==> config.mk <==
export PLATFORM = sky130hd
export DESIGN_NAME = vga_tile_fetch_arbiter
export DESIGN_NICKNAME = d
export VERILOG_FILES = /design/src/rtl/vga_tile_fetch_arbiter.sv
export SDC_FILE = /design/constraint.sdc
export NUM_CORES = 1
export LEC_CHECK = 0
export BUFFER_PORTS_ARGS = -buffer_cell sky130_fd_sc_hd__buf_2
export CAP_MARGIN = 20
export CORE_MARGIN = 10
export CORE_UTILIZATION = 45
export CTS_CLUSTER_DIAMETER = 30
export DETAILED_ROUTE_END_ITERATION = 8
export PLACE_DENSITY = 0.79
export SYNTH_ARGS = -nofsm -noshare
export SYNTH_HDL_FRONTEND = slang
export SYNTH_SLANG_ARGS = --single-unit
==> constraint.sdc <==
create_clock -name clk -period 6.7 [get_ports clk]
set_clock_uncertainty 0.05 [all_clocks]
set_input_delay 0.67 -clock clk [delete_from_list [all_inputs] [get_ports clk]]
set_output_delay 0.67 -clock clk [all_outputs]
set_load 0.005 [all_outputs]
==> src/rtl/vga_tile_fetch_arbiter.sv <==
// Tile/glyph fetch arbiter for the 40x30 text-mode VGA path.
// Owns the single-port tile RAM and the glyph ROM: video prefetches of the
// next tile's glyph row always win, CPU accesses take the remaining IDLE cycles.
//
// state | meaning
// IDLE  | port free; start a video fetch on vtrig, else grant a pending CPU access
// VT    | tile RAM data valid; issue glyph ROM address
// VG    | glyph ROM data valid; capture the prefetched row
module vga_tile_fetch_arbiter #(
    parameter int COLS       = 40,
    parameter int ROWS       = 30,
    parameter int FETCH_SLOT = 8,
    parameter int GW         = 5
) (
    input  logic        clk,
    input  logic        clear,
    input  logic        de,
    input  logic [9:0]  x,
    input  logic [9:0]  y,
    input  logic        line_start,
    output logic [10:0] tile_addr,
    output logic        tile_we,
    output logic [7:0]  tile_wdata,
    input  logic [7:0]  tile_rdata,
    output logic [8:0]  glyph_addr,
    input  logic [15:0] glyph_rdata,
    output logic [15:0] pix_row,
    output logic        pix_on,
    input  logic        cpu_req,
    input  logic        cpu_we,
    input  logic [10:0] cpu_addr,
    input  logic [7:0]  cpu_wdata,
    output logic        cpu_gnt,
    output logic [7:0]  cpu_rdata,
    output logic        cpu_rvalid,
    output logic        cpu_err
);

    typedef enum logic [1:0] {
        IDLE = 2'd0,
        VT   = 2'd1,
        VG   = 2'd2
    } state_t;

    localparam logic [6:0]  COLS_W  = 7'(COLS);
    localparam logic [3:0]  SLOT_W  = 4'(FETCH_SLOT);
    localparam logic [10:0] TILES_W = 11'(COLS * ROWS);

    state_t       state_q, state_d;
    logic [10:0]  tile_addr_q, tile_addr_d;
    logic         tile_we_q, tile_we_d;
    logic [7:0]   tile_wdata_q, tile_wdata_d;
    logic [8:0]   glyph_addr_q, glyph_addr_d;
    logic [15:0]  next_row_q, next_row_d;
    logic [15:0]  pix_row_q, pix_row_d;
    logic         cpu_gnt_q, cpu_gnt_d;
    logic [7:0]   cpu_rdata_q, cpu_rdata_d;
    logic         cpu_rvalid_q, cpu_rvalid_d;
    logic         cpu_err_q, cpu_err_d;
    logic         rd_pend_q, rd_pend_d;
    logic         rd_err_q, rd_err_d;
    logic         ls_pend_q, ls_pend_d;

    logic [6:0]   col_next;
    logic [5:0]   tgt_col;
    logic [5:0]   tile_row;
    logic [10:0]  fetch_addr;
    logic         vtrig;
    logic         cpu_oor;
    logic         grant;

    // Video trigger, target tile address (row*40 as two shifts) and CPU grant qualification
    always_comb begin
        col_next   = {1'b0, x[9:4]} + 7'd1;
        vtrig      = line_start | (de & (x[3:0] == SLOT_W) & (col_next < COLS_W));
        tgt_col    = line_start ? 6'd0 : col_next[5:0];
        tile_row   = y[9:4];
        fetch_addr = {tile_row, 5'b0} + {2'b0, tile_row, 3'b0} + {5'b0, tgt_col};
        cpu_oor    = (cpu_addr >= TILES_W);
        // cpu_gnt_q blocks a second grant while the CPU is still dropping its request
        grant      = (state_q == IDLE) & cpu_req & ~vtrig & ~cpu_gnt_q;
    end

    // Next-state and registered-output decode
    always_comb begin
        state_d      = state_q;
        tile_addr_d  = tile_addr_q;
        tile_we_d    = 1'b0;
        tile_wdata_d = tile_wdata_q;
        glyph_addr_d = glyph_addr_q;
        next_row_d   = next_row_q;
        pix_row_d    = pix_row_q;
        cpu_gnt_d    = 1'b0;
        cpu_rdata_d  = cpu_rdata_q;
        cpu_rvalid_d = 1'b0;
        cpu_err_d    = 1'b0;
        rd_pend_d    = 1'b0;
        rd_err_d     = 1'b0;
        ls_pend_d    = ls_pend_q;

        if (de && (x[3:0] == 4'hF)) begin
            pix_row_d = next_row_q;
        end

        case (state_q)
            IDLE: begin
                if (vtrig) begin
                    tile_addr_d = fetch_addr;
                    ls_pend_d   = line_start;
                    state_d     = VT;
                end else if (grant) begin
                    tile_addr_d = cpu_addr;
                    cpu_gnt_d   = 1'b1;
                    cpu_err_d   = cpu_oor;
                    tile_we_d   = cpu_we & ~cpu_oor;
                    if (cpu_we && !cpu_oor) begin
                        tile_wdata_d = cpu_wdata;
                    end
                    rd_pend_d   = ~cpu_we;
                    rd_err_d    = cpu_oor;
                end
            end
            VT: begin
                glyph_addr_d = {tile_rdata[GW-1:0], y[3:0]};
                state_d      = VG;
            end
            VG: begin
                next_row_d = glyph_rdata;
                // Column 0 of a new line goes straight to the display row
                if (ls_pend_q) begin
                    pix_row_d = glyph_rdata;
                    ls_pend_d = 1'b0;
                end
                state_d = IDLE;
            end
            default: begin
                state_d = IDLE;
            end
        endcase

        // A granted read completes one cycle later, possibly alongside a VT cycle
        if (rd_pend_q) begin
            cpu_rdata_d  = rd_err_q ? 8'h00 : tile_rdata;
            cpu_rvalid_d = 1'b1;
        end
    end

    // FSM state register
    always_ff @(posedge clk or posedge clear) begin
        if (clear) begin
            state_q <= IDLE;
        end else begin
            state_q <= state_d;
        end
    end

    // Datapath and output registers
    always_ff @(posedge clk or posedge clear) begin
        if (clear) begin
            tile_addr_q  <= '0;
            tile_we_q    <= 1'b0;
            tile_wdata_q <= '0;
            glyph_addr_q <= '0;
            next_row_q   <= '0;
            pix_row_q    <= '0;
            cpu_gnt_q    <= 1'b0;
            cpu_rdata_q  <= '0;
            cpu_rvalid_q <= 1'b0;
            cpu_err_q    <= 1'b0;
            rd_pend_q    <= 1'b0;
            rd_err_q     <= 1'b0;
            ls_pend_q    <= 1'b0;
        end else begin
            tile_addr_q  <= tile_addr_d;
            tile_we_q    <= tile_we_d;
            tile_wdata_q <= tile_wdata_d;
            glyph_addr_q <= glyph_addr_d;
            next_row_q   <= next_row_d;
            pix_row_q    <= pix_row_d;
            cpu_gnt_q    <= cpu_gnt_d;
            cpu_rdata_q  <= cpu_rdata_d;
            cpu_rvalid_q <= cpu_rvalid_d;
            cpu_err_q    <= cpu_err_d;
            rd_pend_q    <= rd_pend_d;
            rd_err_q     <= rd_err_d;
            ls_pend_q    <= ls_pend_d;
        end
    end

    assign tile_addr  = tile_addr_q;
    assign tile_we    = tile_we_q;
    assign tile_wdata = tile_wdata_q;
    assign glyph_addr = glyph_addr_q;
    assign pix_row    = pix_row_q;
    assign pix_on     = de & pix_row_q[~x[3:0]];
    assign cpu_gnt    = cpu_gnt_q;
    assign cpu_rdata  = cpu_rdata_q;
    assign cpu_rvalid = cpu_rvalid_q;
    assign cpu_err    = cpu_err_q;

endmodule
# Word-level counts from Yosys, hierarchy flattened
# Index checks and enable logic that the tools add are counted.
# totals
register_bits	76
latch_bits	0
ram_bits	0
mem_bits_ro	0
input_bits	69
output_inout_bits	57
elab_cells	72
memories	0
# classes
n_addsub	3
n_mul	0
div	0
n_lt_le_gt_ge	3
eq_ne	5
n_shift	0
muxes	26
bitwise_logic	13
n_reduce_logical	9
# ops
cell	count
2-to-1 mux 16 bit	3
2-to-1 mux 11 bit	2
2-to-1 mux 1 bit	15
adder 11 x 6 -> 11 bit	1
adder 11 x 9 -> 11 bit	1
>= comparator 11 bit (second input constant)	1
== test 4 bit (second input constant)	2
2-to-1 mux 8 bit	1
adder 6 x 1 -> 7 bit (second input constant)	1
bitwise AND 1 bit	7
less-than comparator 7 x 6 -> 1 bit (second input constant)	1
2-to-1 mux 6 bit	1
less-than comparator 4 x 5 -> 1 bit (second input constant)	1
binary-select mux 1 bit (select 4 bit)	1
NOT 1 bit	4
NOT 4 bit	1
one-hot mux 2 bit (2 select lines)	1
AND reduction 2 bit	2
AND reduction 4 bit	1
nonzero test 2 bit	2
== test 2 x 1 -> 1 bit (second input constant)	1
== test 2 bit (second input constant)	1
logical AND 1 bit	2
zero test 2 bit	1
other kinds (5)	5

# Logic depth before layout (Yosys ltp)
# depth
depth_word	10
ltp_mapped	13
mapped_depth_nobuf	13

# Worst setup path after synthesis
# OpenSTA, ideal clock, no wires.
# synth_path
kind	input-to-reg
startpoint	input x[4]
endpoint	register tile_addr_q[10], in the netlist tile_addr[10]
setup_time_ns	0.121
arrival_time_ns	3.122
required_ns	6.529
slack_ns	3.407
path_stages	13
path_buffers	0
cell_sequence	nand4_1 or3_1 nand2_1 nand2b_1 fa_1 inv_1 fa_1 a21oi_1 o21ai_0 o21a_1 nor3_1 o21ai_0 a22o_1
# synth_via
elab_chain_len	9
elab_cells_between_ends	12
classes_between	add/sub (2); order compare (1); mux (2); bitwise (5); reduce/logical (2)
# synth_lines
element	line	source
from (decl)	18	input logic [9:0] x,
adder 6 x 1 -> 7 bit (*)	74	col_next = {1'b0, x[9:4]} + 7'd1;
less-than comparator 7 x 6 -> 1 bit	75	vtrig = line_start | (de & (x[3:0] == SLOT_W) & (col_next < COLS_W));
bitwise AND 1 bit	75	
OR 1 bit	75	
NOT 1 bit (no line)	-	
bitwise AND 1 bit (2 in series)	81	grant = (state_q == IDLE) & cpu_req & ~vtrig & ~cpu_gnt_q;
nonzero test 2 bit (no line)	-	
AND reduction 2 bit (no line)	-	
to (signal assigned)	174	tile_addr_q <= tile_addr_d;
to (decl)	50	logic [10:0] tile_addr_q, tile_addr_d;
# Mark *: on every way between the ends. The rest lies on a longest branch, timed or not.
# A chain may end at the register's enable or synchronous reset.

# Worst setup path in the final report
# Ends and elaborated chain as after synthesis.

==> impl_metrics.ini <==
[cells_and_area]
multi_input_area_um2 = 1760
filler_cell_count = 732
sequential_cell_area_um2 = 1900
postLayoutCoreUtil_pct = 57.6
finalInstanceArea_um2 = 4740
num_antenna_cells = 0
final_layout_size_suffix_gt1_share_pct = 40.1
area_growth_pct = 24.4
nNetsFinal = 537

[run]
maxCapViolations = 0

[routing]
drt.antenna.violating_nets = 0
detail_routed_via_count_per_cell = 5.26
routed_wl_mm = 9.38
detailroute.via_count = 2965
detail_route.wl_per_cell_um = 16.6
detail_route.iter0.violations = 147
drt-pass1-iter-count = 4
drc_violations_left = 0

[global_routing]
gr-total-overflow = 0
grt_start_max_net_pins = 77
grt_first_pass_wirelength_mm = 15.3
global_route.usage.total_pct = 14.5
first_global_vias = 3134
grt_antenna_before_repair = 0

[synth]
netlist_instances = 327
ys_types = 48
synth_commonest_cells = 76 x sky130_fd_sc_hd__dfrtp_1, 32 x sky130_fd_sc_hd__mux2_2, 29 x sky130_fd_sc_hd__nor2_1
synth_sequential_area_ratio_pct = 50.0
postSynthRegisterBits = 76
ys.warnings.count = 0
synth-async-reset-ratio_pct = 100
synth_top_cell_by_area = sky130_fd_sc_hd__dfrtp_1
syn-cell-area_um2 = 3810
post-synth-top-area-fraction_pct = 50.0
synth_ff_type = sky130_fd_sc_hd__dfrtp_1
synth_fp_nets = 410
syn_area_per_cell_um2 = 11.6
number_of_enable_type_register_cells_in_the_synthesized_netlist = 0
synth_most_common_cell = sky130_fd_sc_hd__dfrtp_1
netlist_top_cells_area = sky130_fd_sc_hd__dfrtp_1 50%, sky130_fd_sc_hd__mux2_2 9.5%, sky130_fd_sc_hd__mux2i_1 5.0%, sky130_fd_sc_hd__ha_1 3.9%, sky130_fd_sc_hd__nor2_1 2.9%

[cts]
cts_setup_buffers = 0
clk_pin_slew_ns = 0.09
cts.hold.buffers_added = 0
ctsLongestPathBuffers = 2
tritoncts = done
numCtsBuffers = 9
clock_sinks = 76
maximum_level_of_the_cts_h_tree = 3
ctsResizeCount = 0
source_to_sink_clock_delay_at_the_later_pin_of_the_worst_skew_pair_ns = 0.34
cts-root-buf = sky130_fd_sc_hd__clkbuf_8

[sta]
grt_setup_unrepaired = no
accumulated_negative_setup_slack_ns = 0
fmaxAchievable_mhz = 299
report.final.slew_viol_count = 0
final-setup-viol-count = 0
fin_crit_sh_pct = 50.0
tightest_slew_ns = 1.10
timing_hold_violations_final = 0
postLayoutSetupSlackWorst_ns = 3.35
worst_slew_margin_rel_pct = 26.6
layout_min_cycle_time_ns = 3.35

[worst_setup_path]
crit_chain = buf_2 > nand4_1 > or3_1 > nand2_1 > nand2b_1 > fa_1 > inv_1 > fa_1 > a21oi_1 > o21ai_0 > o21a_1 > nor3_1 > o21ai_0 > a22o_1
critical_path.slowest_cell = sky130_fd_sc_hd__fa_1
setup.worst_path.class = input port to flip-flop
crit_required_ns = 6.89
critical_path.endpoint_type = flip-flop
critPathTopFamily = adder cells
cp.arrival_ns = 3.54
max_stage_delay_ns = 0.48
crit_path_start_kind = input port
critical_path_peak_fanout = 6
worst-path-buf-inv = 2

[placement]
detailed_place.area_um2 = 4510
dpl_worst_slack_ns = 3.04
place.port_buffers = 125
place_hpwl_mm = 7.18
gpl.final_weighted_congestion = 0.806

[floorplan]
fp.dieArea_um2 = 12500
placementRows = 33
initial_core_util_pct = 46.3
die_height_um = 112
ios = 126
core_region_area_um2 = 8220
floorplan.die.width_um = 112

[status]
outcome = completed

[power_and_ir_drop]
p_leak_nw = 2.40
vdd_drop_max_v = 0.000195
power_per_cell_area_nw_per_um2 = 346
post_layout_total_power_w = 0.00164

[min_path]
worst_hold_class = flip-flop to flip-flop
-- cell type report --
cell class | count | share of cell area, %
Clock inverter | 7 | 2.11
Timing Repair Buffer | 127 | 13.5
Tap cell | 105 | 2.77
Clock buffer | 9 | 2.62
Inverter | 21 | 1.66
Multi-Input combinational cell | 219 | 37.1
Sequential cell | 76 | 40.2
-- layout by cell type, fill, tap and decap left out, types with 6 or more instances in the layout --
master / synthesis / layout
sky130_fd_sc_hd__o21ai_0: 16 / 16
sky130_fd_sc_hd__buf_2: 2 / 125
sky130_fd_sc_hd__a21oi_1: 21 / 21
sky130_fd_sc_hd__nand3b_1: 8 / 8
sky130_fd_sc_hd__dfrtp_1: 76 / 76
sky130_fd_sc_hd__nand2b_1: 6 / 6
sky130_fd_sc_hd__mux2i_1: 19 / 19
sky130_fd_sc_hd__clkbuf_8: 0 / 9
sky130_fd_sc_hd__inv_1: 21 / 20
sky130_fd_sc_hd__nand2_1: 9 / 9
sky130_fd_sc_hd__nor3_1: 12 / 12
sky130_fd_sc_hd__nor2_1: 29 / 29
sky130_fd_sc_hd__ha_1: 12 / 12
sky130_fd_sc_hd__mux2_2: 32 / 32
-- layer usage --
layer | part of all wire [%] | GRT usage (%)
met2 | 46 | 22.4
met4 | 0.79 | 2.96
met5 | 0 | 0
met1 | 43 | 18.0
met3 | 10 | 7.30
-- worst register-to-register path, delay by kind of cell (launching register included) --
kind	cells	cell delay, ns
DFF	1	0.40
buffers and inverters	1	0.27
AOI/OAI and AO/OA	1	0.06
and+or+nand+nor	3	1.13
-- registers in the layout, summed over array words and instances (netlist names) --
signal      cells
tile_addr      11
rd_pend_q       1
pix_row        16
next_row_q     16
cpu_rvalid      1
cpu_gnt         1
tile_we         1
state_q         2
glyph_addr      9
rd_err_q        1
cpu_rdata       8
tile_wdata      8
ls_pend_q       1
-- final timing paths --
kind | startpoint | to | slack [ns] | cells after the start
max | x[4] | tile_addr[10]$_DFFE_PP0P_ | 3.35 | 14
min | tile_wdata[0]$_DFFE_PP0P_ | tile_wdata[0]$_DFFE_PP0P_ | 0.45 | 1
max reg2reg | state_q[1]$_DFFE_PP0P_ | pix_row[5]$_DFF_PP0_ | 4.63 | 5
min reg2reg | tile_wdata[0]$_DFFE_PP0P_ | tile_wdata[0]$_DFFE_PP0P_ | 0.45 | 1
max in group asynchronous | clear | tile_addr[0]$_DFFE_PP0P_ | 5.43 | 3
min in group asynchronous | clear | glyph_addr[3]$_DFFE_PP0N_ | 0.56 | 3
-- through the flow --
stage	cells	hold slack [ns]
3_5_place_dp	548	0.425
4_1_cts	564	0.448
3_3_place_gp	548	0.416
2_1_floorplan	327	0.416
6_report	564	0.445
5_1_grt	564	0.460
-- where the power goes --
group | total [W] | leakage (nW) | switching, W | internal, W
sequential | 0.000738 | 0.900 | 0.000102 | 0.000637
combinational | 0.000507 | 1.38 | 0.000228 | 0.000279
clock | 0.000391 | 0.114 | 0.000179 | 0.000212
-- kinds of logic (layout without fill, tap and decap cells) --
kind of cell	Yosys count	after routing	synth area share [%]
adders and majority gates	14	14	5.00
and+or+nand+nor	84	84	11.8
xor gates and xnor gates	5	5	1.15
DFF	76	76	50.0
muxes	57	57	18.1
buffers and inverters	32	164	3.81
AOI/OAI and AO/OA	59	59	10.1
Power figures use the tool's default switching activity.
